### src/rtl/nor_wb_sequencer_pkg.sv
// Shared types and NOR protocol constants for the NOR bus-cycle sequencer.
package nor_wb_sequencer_pkg;

  // Cycle codes carried in wb_adr_i[31:26]; any other value is illegal.
  typedef enum logic [5:0] {
    NOR_CYCLE_READ         = 6'h01,
    NOR_CYCLE_WRITE        = 6'h02,
    NOR_CYCLE_RESET        = 6'h03,
    NOR_CYCLE_PROGRAM      = 6'h04,
    NOR_CYCLE_ERASE_SECTOR = 6'h05,
    NOR_CYCLE_ERASE_CHIP   = 6'h06
  } nor_cycle_e;

  // JEDEC/AMD unlock addresses (word addresses) and command data bytes.
  localparam logic [11:0] NOR_UNLOCK_ADR1  = 12'h555;
  localparam logic [11:0] NOR_UNLOCK_ADR2  = 12'h2AA;
  localparam logic [11:0] NOR_RESET_ADR    = 12'h000;
  localparam logic [7:0]  NOR_DATA_UNLOCK1 = 8'hAA;
  localparam logic [7:0]  NOR_DATA_UNLOCK2 = 8'h55;
  localparam logic [7:0]  NOR_DATA_PROGRAM = 8'hA0;
  localparam logic [7:0]  NOR_DATA_ERASE   = 8'h80;
  localparam logic [7:0]  NOR_DATA_SECTOR  = 8'h30;
  localparam logic [7:0]  NOR_DATA_CHIP    = 8'h10;
  localparam logic [7:0]  NOR_DATA_RESET   = 8'hF0;

  // Longest sequence is six cycles, so a 3-bit step index is enough.
  localparam int STEP_W = 3;

  // Sequencer FSM states.
  typedef enum logic [2:0] {
    S_IDLE,
    S_ISSUE,
    S_WAIT_ACK,
    S_NEXT,
    S_POLL_DLY,
    S_POLL,
    S_RESP
  } state_e;

  // Per-step control produced by the sequence ROM.
  typedef struct packed {
    logic valid;  // cycle code is legal
    logic we;     // 1 = write cycle
    logic last;   // final bus cycle of the sequence
    logic poll;   // sequence ends with ready/busy polling
  } step_ctl_t;

endpackage

### src/rtl/nor_wb_sequencer_if.sv
// Wishbone slave port plus NOR PHY request port of the sequencer.
interface nor_wb_sequencer_if #(
  parameter int ADDRBITS = 26,
  parameter int DATABITS = 16
);
  logic                wb_cyc_i;
  logic                wb_stb_i;
  logic                wb_we_i;
  logic [31:0]         wb_adr_i;
  logic [DATABITS-1:0] wb_dat_i;
  logic                wb_ack_o;
  logic                wb_err_o;
  logic                wb_stall_o;
  logic [DATABITS-1:0] wb_dat_o;
  logic                bus_req_o;
  logic                bus_we_o;
  logic [ADDRBITS-1:0] bus_adr_o;
  logic [DATABITS-1:0] bus_dat_o;
  logic                bus_ack_i;
  logic [DATABITS-1:0] bus_dat_i;

  // Sequencer side.
  modport slave (
    input  wb_cyc_i, wb_stb_i, wb_we_i, wb_adr_i, wb_dat_i,
    output wb_ack_o, wb_err_o, wb_stall_o, wb_dat_o,
    output bus_req_o, bus_we_o, bus_adr_o, bus_dat_o,
    input  bus_ack_i, bus_dat_i
  );

  // Wishbone master / PHY side.
  modport master (
    output wb_cyc_i, wb_stb_i, wb_we_i, wb_adr_i, wb_dat_i,
    input  wb_ack_o, wb_err_o, wb_stall_o, wb_dat_o,
    input  bus_req_o, bus_we_o, bus_adr_o, bus_dat_o,
    output bus_ack_i, bus_dat_i
  );
endinterface

### src/rtl/nor_seq_rom.sv
// Combinational sequence table: (cycle code, step) -> one NOR bus cycle.
// All knowledge of the unlock/command sequences lives here.
module nor_seq_rom
  import nor_wb_sequencer_pkg::*;
#(
  parameter int ADDRBITS = 26,
  parameter int DATABITS = 16
) (
  input  nor_cycle_e          cmd_i,
  input  logic [STEP_W-1:0]   step_i,
  input  logic [ADDRBITS-1:0] adr_i,
  input  logic [DATABITS-1:0] dat_i,
  output step_ctl_t           ctl_o,
  output logic [ADDRBITS-1:0] adr_o,
  output logic [DATABITS-1:0] dat_o
);

  localparam logic [ADDRBITS-1:0] A555 = ADDRBITS'(NOR_UNLOCK_ADR1);
  localparam logic [ADDRBITS-1:0] A2AA = ADDRBITS'(NOR_UNLOCK_ADR2);

  // Decode the current step of the requested sequence.
  always_comb begin
    // NOTE: every output gets a default first so no path can infer a latch.
    ctl_o = '{valid: 1'b1, we: 1'b1, last: 1'b0, poll: 1'b0};
    adr_o = '0;
    dat_o = '0;
    case (cmd_i)
      NOR_CYCLE_READ: begin
        ctl_o.we   = 1'b0;
        ctl_o.last = 1'b1;
        adr_o      = adr_i;
      end
      NOR_CYCLE_WRITE: begin
        ctl_o.last = 1'b1;
        adr_o      = adr_i;
        dat_o      = dat_i;
      end
      NOR_CYCLE_RESET: begin
        ctl_o.last = 1'b1;
        adr_o      = ADDRBITS'(NOR_RESET_ADR);
        dat_o      = DATABITS'(NOR_DATA_RESET);
      end
      NOR_CYCLE_PROGRAM: begin
        case (step_i)
          3'd0: begin adr_o = A555; dat_o = DATABITS'(NOR_DATA_UNLOCK1); end
          3'd1: begin adr_o = A2AA; dat_o = DATABITS'(NOR_DATA_UNLOCK2); end
          3'd2: begin adr_o = A555; dat_o = DATABITS'(NOR_DATA_PROGRAM); end
          default: begin
            adr_o      = adr_i;
            dat_o      = dat_i;
            ctl_o.last = 1'b1;
            ctl_o.poll = 1'b1;
          end
        endcase
      end
      NOR_CYCLE_ERASE_SECTOR, NOR_CYCLE_ERASE_CHIP: begin
        case (step_i)
          3'd0: begin adr_o = A555; dat_o = DATABITS'(NOR_DATA_UNLOCK1); end
          3'd1: begin adr_o = A2AA; dat_o = DATABITS'(NOR_DATA_UNLOCK2); end
          3'd2: begin adr_o = A555; dat_o = DATABITS'(NOR_DATA_ERASE);   end
          3'd3: begin adr_o = A555; dat_o = DATABITS'(NOR_DATA_UNLOCK1); end
          3'd4: begin adr_o = A2AA; dat_o = DATABITS'(NOR_DATA_UNLOCK2); end
          default: begin
            ctl_o.last = 1'b1;
            ctl_o.poll = 1'b1;
            if (cmd_i == NOR_CYCLE_ERASE_CHIP) begin
              adr_o = A555;
              dat_o = DATABITS'(NOR_DATA_CHIP);
            end else begin
              adr_o = adr_i;
              dat_o = DATABITS'(NOR_DATA_SECTOR);
            end
          end
        endcase
      end
      default: begin
        ctl_o.valid = 1'b0;
        ctl_o.we    = 1'b0;
        ctl_o.last  = 1'b1;
      end
    endcase
  end

endmodule

### src/rtl/sync2ps.sv
// Two-flop synchroniser with configurable reset value R.
module sync2ps #(
  parameter logic R = 1'b1
) (
  input  logic clk_i,
  input  logic reset_i,
  input  logic d_i,
  output logic q_o
);

  logic [1:0] sync_q;

  // Shift the asynchronous input through two flops.
  always_ff @(posedge clk_i) begin
    // NOTE: sequential state uses non-blocking assignments only.
    if (reset_i) sync_q <= {2{R}};
    else         sync_q <= {sync_q[0], d_i};
  end

  assign q_o = sync_q[1];

endmodule

### src/rtl/nor_wb_sequencer.sv
// Wishbone slave that expands one NOR cycle-code request into the
// JEDEC/AMD bus-cycle sequence, issuing each cycle over a req/ack PHY link.
module nor_wb_sequencer
  import nor_wb_sequencer_pkg::*;
#(
  parameter int ADDRBITS     = 26,
  parameter int DATABITS     = 16,
  parameter int BUSY_START   = 8,
  parameter int BUSY_TIMEOUT = 2**24
) (
  input  logic                clk_i,
  input  logic                reset_i,
  nor_wb_sequencer_if.slave   io,
  input  logic                ry_by_i,
  output logic                busy_o
);

  localparam int              CNT_W        = 32;
  localparam logic [CNT_W-1:0] START_LAST   = CNT_W'(BUSY_START - 1);
  localparam logic [CNT_W-1:0] TIMEOUT_LAST = CNT_W'(BUSY_TIMEOUT - 1);

  state_e              state_q, state_d;
  nor_cycle_e          cmd_q, cmd_d;
  logic [ADDRBITS-1:0] adr_q, adr_d;
  logic [DATABITS-1:0] dat_q, dat_d;
  logic [STEP_W-1:0]   step_q, step_d;
  logic [CNT_W-1:0]    cnt_q, cnt_d;
  logic                req_q, req_d;
  logic                bwe_q, bwe_d;
  logic [ADDRBITS-1:0] badr_q, badr_d;
  logic [DATABITS-1:0] bdat_q, bdat_d;
  logic                last_q, last_d;
  logic                poll_q, poll_d;
  logic [DATABITS-1:0] rdata_q, rdata_d;
  logic [DATABITS-1:0] rd_q, rd_d;
  logic                ack_q, ack_d;
  logic                err_q, err_d;
  logic                busy_q, busy_d;

  logic                ry_sync;
  logic                use_wb;
  logic                accept;
  logic                resp_en;
  logic                resp_ok;
  nor_cycle_e          rom_cmd;
  logic [STEP_W-1:0]   rom_step;
  logic [ADDRBITS-1:0] rom_adr;
  logic [DATABITS-1:0] rom_dat;
  step_ctl_t           rom_ctl;
  logic [ADDRBITS-1:0] rom_badr;
  logic [DATABITS-1:0] rom_bdat;

  // Direction always follows the cycle code, so the Wishbone WE bit is unused.
  logic unused_we;
  assign unused_we = io.wb_we_i;

  sync2ps #(.R(1'b1)) u_ry_sync (
    .clk_i  (clk_i),
    .reset_i(reset_i),
    .d_i    (ry_by_i),
    .q_o    (ry_sync)
  );

  // While free, the ROM looks at the incoming request so step 0 can be
  // loaded at accept; otherwise it looks at the latched request.
  always_comb begin
    use_wb   = (state_q == S_IDLE) || (state_q == S_RESP);
    accept   = io.wb_cyc_i && io.wb_stb_i && !busy_q;
    rom_cmd  = use_wb ? nor_cycle_e'(io.wb_adr_i[31:26]) : cmd_q;
    rom_step = use_wb ? '0 : step_q;
    rom_adr  = use_wb ? io.wb_adr_i[ADDRBITS-1:0] : adr_q;
    rom_dat  = use_wb ? io.wb_dat_i : dat_q;
  end

  nor_seq_rom #(.ADDRBITS(ADDRBITS), .DATABITS(DATABITS)) u_rom (
    .cmd_i (rom_cmd),
    .step_i(rom_step),
    .adr_i (rom_adr),
    .dat_i (rom_dat),
    .ctl_o (rom_ctl),
    .adr_o (rom_badr),
    .dat_o (rom_bdat)
  );

  // Next-state and next-output logic of the sequencer FSM.
  always_comb begin
    state_d = state_q;
    cmd_d   = cmd_q;
    adr_d   = adr_q;
    dat_d   = dat_q;
    step_d  = step_q;
    cnt_d   = cnt_q;
    req_d   = req_q;
    bwe_d   = bwe_q;
    badr_d  = badr_q;
    bdat_d  = bdat_q;
    last_d  = last_q;
    poll_d  = poll_q;
    rdata_d = rdata_q;
    rd_d    = rd_q;
    ack_d   = 1'b0;
    err_d   = 1'b0;
    resp_en = 1'b0;
    resp_ok = 1'b0;

    case (state_q)
      S_IDLE, S_RESP: begin
        state_d = S_IDLE;
        if (accept) begin
          cmd_d  = rom_cmd;
          adr_d  = rom_adr;
          dat_d  = rom_dat;
          step_d = '0;
          if (rom_ctl.valid) begin
            req_d   = 1'b1;
            bwe_d   = rom_ctl.we;
            badr_d  = rom_badr;
            bdat_d  = rom_bdat;
            last_d  = rom_ctl.last;
            poll_d  = rom_ctl.poll;
            state_d = S_ISSUE;
          end else begin
            resp_en = 1'b1;
          end
        end
      end
      S_ISSUE, S_WAIT_ACK: begin
        state_d = S_WAIT_ACK;
        if (io.bus_ack_i) begin
          req_d   = 1'b0;
          rdata_d = io.bus_dat_i;
          step_d  = step_q + STEP_W'(1);
          state_d = S_NEXT;
        end
      end
      S_NEXT: begin
        if (!last_q) begin
          req_d   = 1'b1;
          bwe_d   = rom_ctl.we;
          badr_d  = rom_badr;
          bdat_d  = rom_bdat;
          last_d  = rom_ctl.last;
          poll_d  = rom_ctl.poll;
          state_d = S_ISSUE;
        end else if (poll_q) begin
          cnt_d   = '0;
          state_d = S_POLL_DLY;
        end else begin
          resp_en = 1'b1;
          resp_ok = 1'b1;
        end
      end
      S_POLL_DLY: begin
        if (cnt_q >= START_LAST) begin
          cnt_d   = '0;
          state_d = S_POLL;
        end else begin
          cnt_d = cnt_q + CNT_W'(1);
        end
      end
      S_POLL: begin
        if (ry_sync) begin
          resp_en = 1'b1;
          resp_ok = 1'b1;
        end else if (cnt_q >= TIMEOUT_LAST) begin
          resp_en = 1'b1;
        end else begin
          cnt_d = cnt_q + CNT_W'(1);
        end
      end
      default: state_d = S_IDLE;
    endcase

    // An abandoned cycle still finishes on the NOR side but gets no response.
    if (resp_en) begin
      state_d = S_RESP;
      ack_d   = resp_ok && io.wb_cyc_i;
      err_d   = !resp_ok && io.wb_cyc_i;
      rd_d    = (cmd_d == NOR_CYCLE_READ) ? rdata_q : '0;
    end

    // The response cycle already counts as free so a new request can follow.
    busy_d = (state_d != S_IDLE) && (state_d != S_RESP);
  end

  // State and registered outputs; synchronous reset drops bus_req_o at once.
  always_ff @(posedge clk_i) begin
    if (reset_i) begin
      state_q <= S_IDLE;
      cmd_q   <= nor_cycle_e'('0);
      adr_q   <= '0;
      dat_q   <= '0;
      step_q  <= '0;
      cnt_q   <= '0;
      req_q   <= 1'b0;
      bwe_q   <= 1'b0;
      badr_q  <= '0;
      bdat_q  <= '0;
      last_q  <= 1'b0;
      poll_q  <= 1'b0;
      rdata_q <= '0;
      rd_q    <= '0;
      ack_q   <= 1'b0;
      err_q   <= 1'b0;
      busy_q  <= 1'b0;
    end else begin
      state_q <= state_d;
      cmd_q   <= cmd_d;
      adr_q   <= adr_d;
      dat_q   <= dat_d;
      step_q  <= step_d;
      cnt_q   <= cnt_d;
      req_q   <= req_d;
      bwe_q   <= bwe_d;
      badr_q  <= badr_d;
      bdat_q  <= bdat_d;
      last_q  <= last_d;
      poll_q  <= poll_d;
      rdata_q <= rdata_d;
      rd_q    <= rd_d;
      ack_q   <= ack_d;
      err_q   <= err_d;
      busy_q  <= busy_d;
    end
  end

  assign io.wb_ack_o   = ack_q;
  assign io.wb_err_o   = err_q;
  assign io.wb_stall_o = busy_q;
  assign io.wb_dat_o   = rd_q;
  assign io.bus_req_o  = req_q;
  assign io.bus_we_o   = bwe_q;
  assign io.bus_adr_o  = badr_q;
  assign io.bus_dat_o  = bdat_q;
  assign busy_o        = busy_q;

endmodule
### src/flat_wrapper.sv
// flat-port wrapper written by rule: the top's interface ports become plain ports
module nor_wb_sequencer_flat import nor_wb_sequencer_pkg::*;
#(
  parameter int ADDRBITS     = 26,
  parameter int DATABITS     = 16,
  parameter int BUSY_START   = 8,
  parameter int BUSY_TIMEOUT = 2**24
)
  (clk_i, reset_i, ry_by_i, busy_o, io_wb_cyc_i, io_wb_stb_i, io_wb_we_i, io_wb_adr_i, io_wb_dat_i, io_wb_ack_o, io_wb_err_o, io_wb_stall_o, io_wb_dat_o, io_bus_req_o, io_bus_we_o, io_bus_adr_o, io_bus_dat_o, io_bus_ack_i, io_bus_dat_i);
  nor_wb_sequencer_if #(.ADDRBITS(ADDRBITS), .DATABITS(DATABITS)) io_i ();
  input  logic clk_i;
  input  logic reset_i;
  input  logic ry_by_i;
  output logic busy_o;
  input wire logic [$bits(io_i.wb_cyc_i)-1:0] io_wb_cyc_i;
  input wire logic [$bits(io_i.wb_stb_i)-1:0] io_wb_stb_i;
  input wire logic [$bits(io_i.wb_we_i)-1:0] io_wb_we_i;
  input wire logic [$bits(io_i.wb_adr_i)-1:0] io_wb_adr_i;
  input wire logic [$bits(io_i.wb_dat_i)-1:0] io_wb_dat_i;
  output wire logic [$bits(io_i.wb_ack_o)-1:0] io_wb_ack_o;
  output wire logic [$bits(io_i.wb_err_o)-1:0] io_wb_err_o;
  output wire logic [$bits(io_i.wb_stall_o)-1:0] io_wb_stall_o;
  output wire logic [$bits(io_i.wb_dat_o)-1:0] io_wb_dat_o;
  output wire logic [$bits(io_i.bus_req_o)-1:0] io_bus_req_o;
  output wire logic [$bits(io_i.bus_we_o)-1:0] io_bus_we_o;
  output wire logic [$bits(io_i.bus_adr_o)-1:0] io_bus_adr_o;
  output wire logic [$bits(io_i.bus_dat_o)-1:0] io_bus_dat_o;
  input wire logic [$bits(io_i.bus_ack_i)-1:0] io_bus_ack_i;
  input wire logic [$bits(io_i.bus_dat_i)-1:0] io_bus_dat_i;
  assign io_i.wb_cyc_i = io_wb_cyc_i;
  assign io_i.wb_stb_i = io_wb_stb_i;
  assign io_i.wb_we_i = io_wb_we_i;
  assign io_i.wb_adr_i = io_wb_adr_i;
  assign io_i.wb_dat_i = io_wb_dat_i;
  assign io_wb_ack_o = io_i.wb_ack_o;
  assign io_wb_err_o = io_i.wb_err_o;
  assign io_wb_stall_o = io_i.wb_stall_o;
  assign io_wb_dat_o = io_i.wb_dat_o;
  assign io_bus_req_o = io_i.bus_req_o;
  assign io_bus_we_o = io_i.bus_we_o;
  assign io_bus_adr_o = io_i.bus_adr_o;
  assign io_bus_dat_o = io_i.bus_dat_o;
  assign io_i.bus_ack_i = io_bus_ack_i;
  assign io_i.bus_dat_i = io_bus_dat_i;
  nor_wb_sequencer #(.ADDRBITS(ADDRBITS), .DATABITS(DATABITS), .BUSY_START(BUSY_START), .BUSY_TIMEOUT(BUSY_TIMEOUT)) u_core (.clk_i(clk_i), .reset_i(reset_i), .io(io_i), .ry_by_i(ry_by_i), .busy_o(busy_o));
endmodule
### config.mk
export PLATFORM = sky130hd
export DESIGN_NAME = nor_wb_sequencer_flat
export DESIGN_NICKNAME = d
export VERILOG_FILES = /design/src/rtl/nor_wb_sequencer_pkg.sv /design/src/rtl/nor_wb_sequencer_if.sv /design/src/rtl/nor_seq_rom.sv /design/src/rtl/sync2ps.sv /design/src/rtl/nor_wb_sequencer.sv /design/src/flat_wrapper.sv
export SDC_FILE = /design/constraint.sdc
export NUM_CORES = 1
export LEC_CHECK = 0
export ABC_CLOCK_PERIOD_IN_PS = 3400
export CORE_ASPECT_RATIO = 0.6
export CORE_MARGIN = 2
export CORE_UTILIZATION = 48
export DETAILED_ROUTE_END_ITERATION = 6
export GPL_ROUTABILITY_DRIVEN = 1
export HOLD_SLACK_MARGIN = 0.02
export PLACE_DENSITY = 0.88
export SLEW_MARGIN = 0
export SYNTH_ARGS = -nofsm -noshare
export SYNTH_HDL_FRONTEND = slang
export SYNTH_HIERARCHICAL = 1
export SYNTH_SLANG_ARGS = --single-unit
### constraint.sdc
create_clock -name clk_i -period 3.4 [get_ports clk_i]
set_input_delay 0.68 -clock clk_i [delete_from_list [all_inputs] [get_ports clk_i]]
set_output_delay 0.68 -clock clk_i [all_outputs]
set_load 0.01 [all_outputs]
Word-level counts from Yosys, hierarchy flattened
Index checks and enable logic that the tools add are counted.
{ "word_totals": {"output_inout_bits": 64, "word_cells": 156, "regBits": 169, "inputBits": 71} }
{ "classes": {"reduce_logical": 35, "n_lt_le_gt_ge": 2, "mux": 72, "add_sub_neg": 2, "n_bitwise": 1, "eq_ne": 26} }
{ "ops": {"columns": ["op", "count"], "rows": [
  ["32-bit 2-to-1 mux", 5],
  ["26-bit one-hot mux with 2 select lines", 3],
  ["26-bit 2-to-1 mux", 5],
  ["16-bit one-hot mux with 3 select lines", 2],
  ["32-bit one-hot mux with 3 select lines", 1],
  ["16-bit 2-to-1 mux", 5],
  ["26-bit one-hot mux with 3 select lines", 1],
  ["16-bit one-hot mux with 4 select lines", 1],
  ["32-bit by 1-bit adder with 32-bit output, second input constant", 1],
  ["32-bit by 24-bit greater-or-equal comparator with 1-bit output, second input constant", 1],
  ["32-bit by 3-bit greater-or-equal comparator with 1-bit output, second input constant", 1],
  ["16-bit one-hot mux with 2 select lines", 1],
  ["1-bit 2-to-1 mux", 24],
  ["3-bit 2-to-1 mux", 8],
  ["6-bit 2-to-1 mux", 4],
  ["6-bit by 3-bit == test with 1-bit output, second input constant", 3],
  ["2-bit OR reduction", 8],
  ["3-bit one-hot mux with 5 select lines", 1],
  ["3-bit by 2-bit == test with 1-bit output, second input constant", 4],
  ["3-bit == test, second input constant", 4],
  ["6-bit by 1-bit == test with 1-bit output, second input constant", 2],
  ["6-bit by 2-bit == test with 1-bit output, second input constant", 2],
  ["1-bit one-hot mux with 2 select lines", 6],
  ["5-bit AND reduction", 2],
  ["21 further kinds", 43]
]} }

Depth between registers and ports, before layout
{ "logic_depth": {"depth_word": 12, "depth_mapped": 17} }

By module
Netlist, hierarchy kept.
{ "modules_own_cells": {"columns": ["module", "seq_area_each_um2", "instances", "area_each_um2", "cells_each"], "rows": [
  ["nor_wb_sequencer", 3343.2, 1, 6955.4, 916],
  ["nor_seq_rom", 0.0, 1, 960.9, 177],
  ["sync2ps", 40.0, 1, 52.6, 4]
]} }

Least setup slack after synthesis
OpenSTA, ideal clock, no wires.
{ "synth_timing": {"path_type": "register -> register", "from": "register u_core.state_q[0]", "to": "register u_core.rd_q[10] (netlist: u_core/io.wb_dat_o[10])", "setup_slack_ps": 17, "arrival_time_ps": 3324, "required_time_ps": 3340, "path_stages_with_launch": 17, "path_buffers": 6, "path_cell_list": "dfxtp_1 clkbuf_1 clkbuf_1 nor2_1 clkbuf_1 clkbuf_1 nand2_1 nand2_1 clkbuf_1 inv_1 nor2_1 nor3_1 o211a_1 nor2b_1 a211oi_2 clkbuf_1 a22o_1"} }
{ "synth_lines": {"columns": ["item", "line", "rtl"], "rows": [
  ["from (decl)", "nor_wb_sequencer.sv:22", "state_e state_q, state_d;"],
  ["from (signal assigned)", "nor_wb_sequencer.sv:207", "state_q <= state_d;"],
  ["to (signal assigned)", "nor_wb_sequencer.sv:220", "rd_q <= rd_d;"],
  ["to (decl)", "nor_wb_sequencer.sv:35", "logic [DATABITS-1:0] rd_q, rd_d;"]
]} }

==> reports/metrics.yaml <==
status: "complete, no violations"
maxSlewViolCount: 0
cp.arrival_ns: 3.47
fmax_mhz: 322
fill_cells: 1366
ys_top_cells_by_count: "nand2_1, nor2_1, dfxtp_1"
maxSlewHeadroom_pct: 28.3
grt_util_all_layers_pct: 24.8
hp-class: "flip-flop to flip-flop"
drc: 0
synthTopCellsByArea: "dfxtp_1, nand2_1, nor2_1"
setup_viol: 0
start_util_pct: 49.1
drive_gt1_share_pct: 6.02
cts_tree: "yes"
post_cts_resized: 0
peakVddDrop_mv: 0.528
tightest_slew_ns: 1.07
netlist_area_sq_um: 7970
r2r_setup_slack_ns: 0.29
ctsLongestPathBuffers: 2
drt-initial-drc-count: 691
wire_per_inst_um: 15.3
syn-instance-count: 1097
die_area_sq_um: 17700
holdBufCountCts: 0
nets: 1272
cts_made_buffers: 17
clockRootBuffer: "clkbuf_16"
antenna_found_initial: 0
report.power.total_w: 0.00702
syn2layout_area_growth_pct: 27.4
num_antenna_cells: 0
hpwl_um: 14700
min_from: "u_core/u_ry_sync/sync_q[0]$_SDFF_PP1_"
synth_most_common_cell: "nand2_1"
cts.clk_slew.worst_paths_ns: 0.07
fin_tns_setup_ns: 0
vias: 7831
fin_util_pct: 62.6
first_pass_iters: 5
finalCritPeriodShare_pct: 91.4
synth_top_area_share_pct: 42.5
fin_area_sq_um: 10200
yosysSeqAreaShare_pct: 42.5
cts_setup_buffers: 0
viasPerCell: 5.51
portBuffers: 133
clock_latency_ns: 0.43
path_class: "flip-flop to flip-flop"
ys_types: 59
syn_avg_cell_area_sq_um: 7.26
finClkSkew_ns: 0.0146
totalWireLength_um: 21800
dpl_worst_slack_ns: 0.159
synth_edf_count: 0
fp-row-count: 36
cap_violations: 0
endpoint_kind: "flip-flop"
r2r_end: "u_core/io.wb_dat_o[14]$_SDFFE_PP0P_"
whs_endpoint: "u_core/u_ry_sync/sync_q[1]$_SDFF_PP1_"
grt_max_degree: 100
critPathLaunchType: "flip-flop"
yosys_warnings: 6
crit_fanout: 16
p_leak_nw: 3.77
yosysTopAreaCell: "dfxtp_1"
synthesis.nets: 1170
clkSinkCount: 169
r2r_start: "u_core/state_q[2]$_SDFF_PP0_"
ios: 135
ff2ff_path_depth: 11
dpl_cell_area_sq_um: 9520
ant_nets: 0
fin_crit_ns: 3.11
holdPathStages: 1
fin_ws_ns: 0.292
synth_flop_cell: "dfxtp_1"
grt_first_pass_wirelength_um: 35800
dieHeight_um: 104
required_ns: 3.77
htreeDepth: 4
grt_pass1_vias: 7244
yosys_register_bits: 169
grt_overflow_total: 0
powerDensity_nw_per_um2: 692
hold_violations: 0
place_congestion: 0.905
rsz0062_at_grt: "false"
fp.coreArea_sq_um: 16200
die_w_um: 170
async_flop_share_pct: 0
layer usage:
metal / up-vias / global-route usage [%] / routed length (um)
li1: 3865 / - / -
met1: 3642 / 35.8 / 10500
met2: 307 / 36.9 / 9290
met3: 17 / 6.19 / 1840
met4: 0 / 6.29 / 167
met5: - / 0 / 0
critical path: stages, from the launching register on:
cell and delay, ns:
dfxtp_1 0.34, xor2_2 0.23, or2_2 0.38, nand2_1 0.09, nand2_1 0.09, or3_1 0.40
nor3_1 0.39, o211a_1 0.25, o21ai_0 0.29, nor2_1 0.18, buf_4 0.25, a22o_1 0.17
power by group:
group	switching [W]	total [W]	internal, W
sequential	0.000130	0.00232	0.00219
combinational	0.00180	0.00270	0.000902
clock	0.000933	0.00200	0.00107
total	0.00286	0.00702	0.00416
sequential cells by signal, summed over array words and instances (netlist names), 2 cells and up:
name,count
u_core/io.wb_dat_o,16
u_core/adr_q,26
u_core/rdata_q,16
u_core/u_ry_sync/sync_q,2
u_core/step_q,3
u_core/dat_q,16
u_core/io.bus_adr_o,26
u_core/cnt_q,32
u_core/io.bus_dat_o,16
u_core/cmd_q,6
u_core/state_q,3
logic make-up (layout without fill, tap and decap cells):
family                   Yosys count  count (layout)  synth area share (%)
flip-flops                       169             169                  42.5
XOR/XNOR                          28              28                  3.08
adder cells (fa/ha/maj)            2               2                 0.314
AO/OA/AOI/OAI                    156             156                  11.9
multiplexers                      17              17                  2.14
buffers and inverters             84             199                  4.18
AND/OR/NAND/NOR                  641             641                  35.9
stage by stage:
step           instances  hold WS [ns]
3_5_place_dp        1389         0.418
5_1_grt             1421         0.439
2_1_floorplan       1097         0.383
3_3_place_gp        1389         0.417
4_1_cts             1421         0.436
6_report            1421         0.438
cell type report:
cell class | count | area (sq um) | share of cell area, %
clock buffers | 17 | 425 | 4.19
clock inverters | 15 | 198 | 1.95
inverters | 7 | 26.3 | 0.259
multi-input cells | 844 | 4300 | 42.4
flip-flops and latches | 169 | 3380 | 33.3
well taps | 209 | 262 | 2.58
repair buffers | 160 | 1560 | 15.3
placed cells by master (no fill, tap or decap), drive strengths merged, types with 4 or more instances in the layout:
cell	synthesis	final
nand2	291	291
nor2	175	175
dfxtp	169	169
clkdlybuf4s50	0	132
a21oi	74	74
nor3	71	71
buf	10	28
o21ai	27	27
xnor2	26	26
clkbuf	67	17
mux2i	17	17
a22o	16	16
inv	7	14
and2	12	12
nor4	12	12
nand3	9	9
a211oi	9	9
or2	9	9
nand3b	8	8
nand2b	7	7
clkinv	0	7
nor2b	6	6
and4	6	6
a21o	6	6
nand4	5	5
or4	5	5
a31oi	5	5
o22ai	4	4
nand4b	4	4
worst max-delay path by stage:
stage,depth (start not counted),slack (ns),endpoint,start
global route,10,0.13,u_core/io.bus_dat_o[2]$_SDFFE_PP0P_,u_core/state_q[1]$_SDFF_PP0_
global placement,10,0.19,u_core/io.wb_dat_o[13]$_SDFFE_PP0P_,io_wb_adr_i[31]
finish,11,0.29,u_core/io.wb_dat_o[14]$_SDFFE_PP0P_,u_core/state_q[2]$_SDFF_PP0_
detailed placement,10,0.16,u_core/io.wb_dat_o[15]$_SDFFE_PP0P_,io_wb_adr_i[31]
CTS,10,0.26,u_core/io.bus_dat_o[2]$_SDFFE_PP0P_,u_core/state_q[2]$_SDFF_PP0_
floorplan,16,0.02,u_core/io.wb_dat_o[10]$_SDFFE_PP0P_,u_core/state_q[0]$_SDFF_PP0_
(Power assumes the default switching activity.)
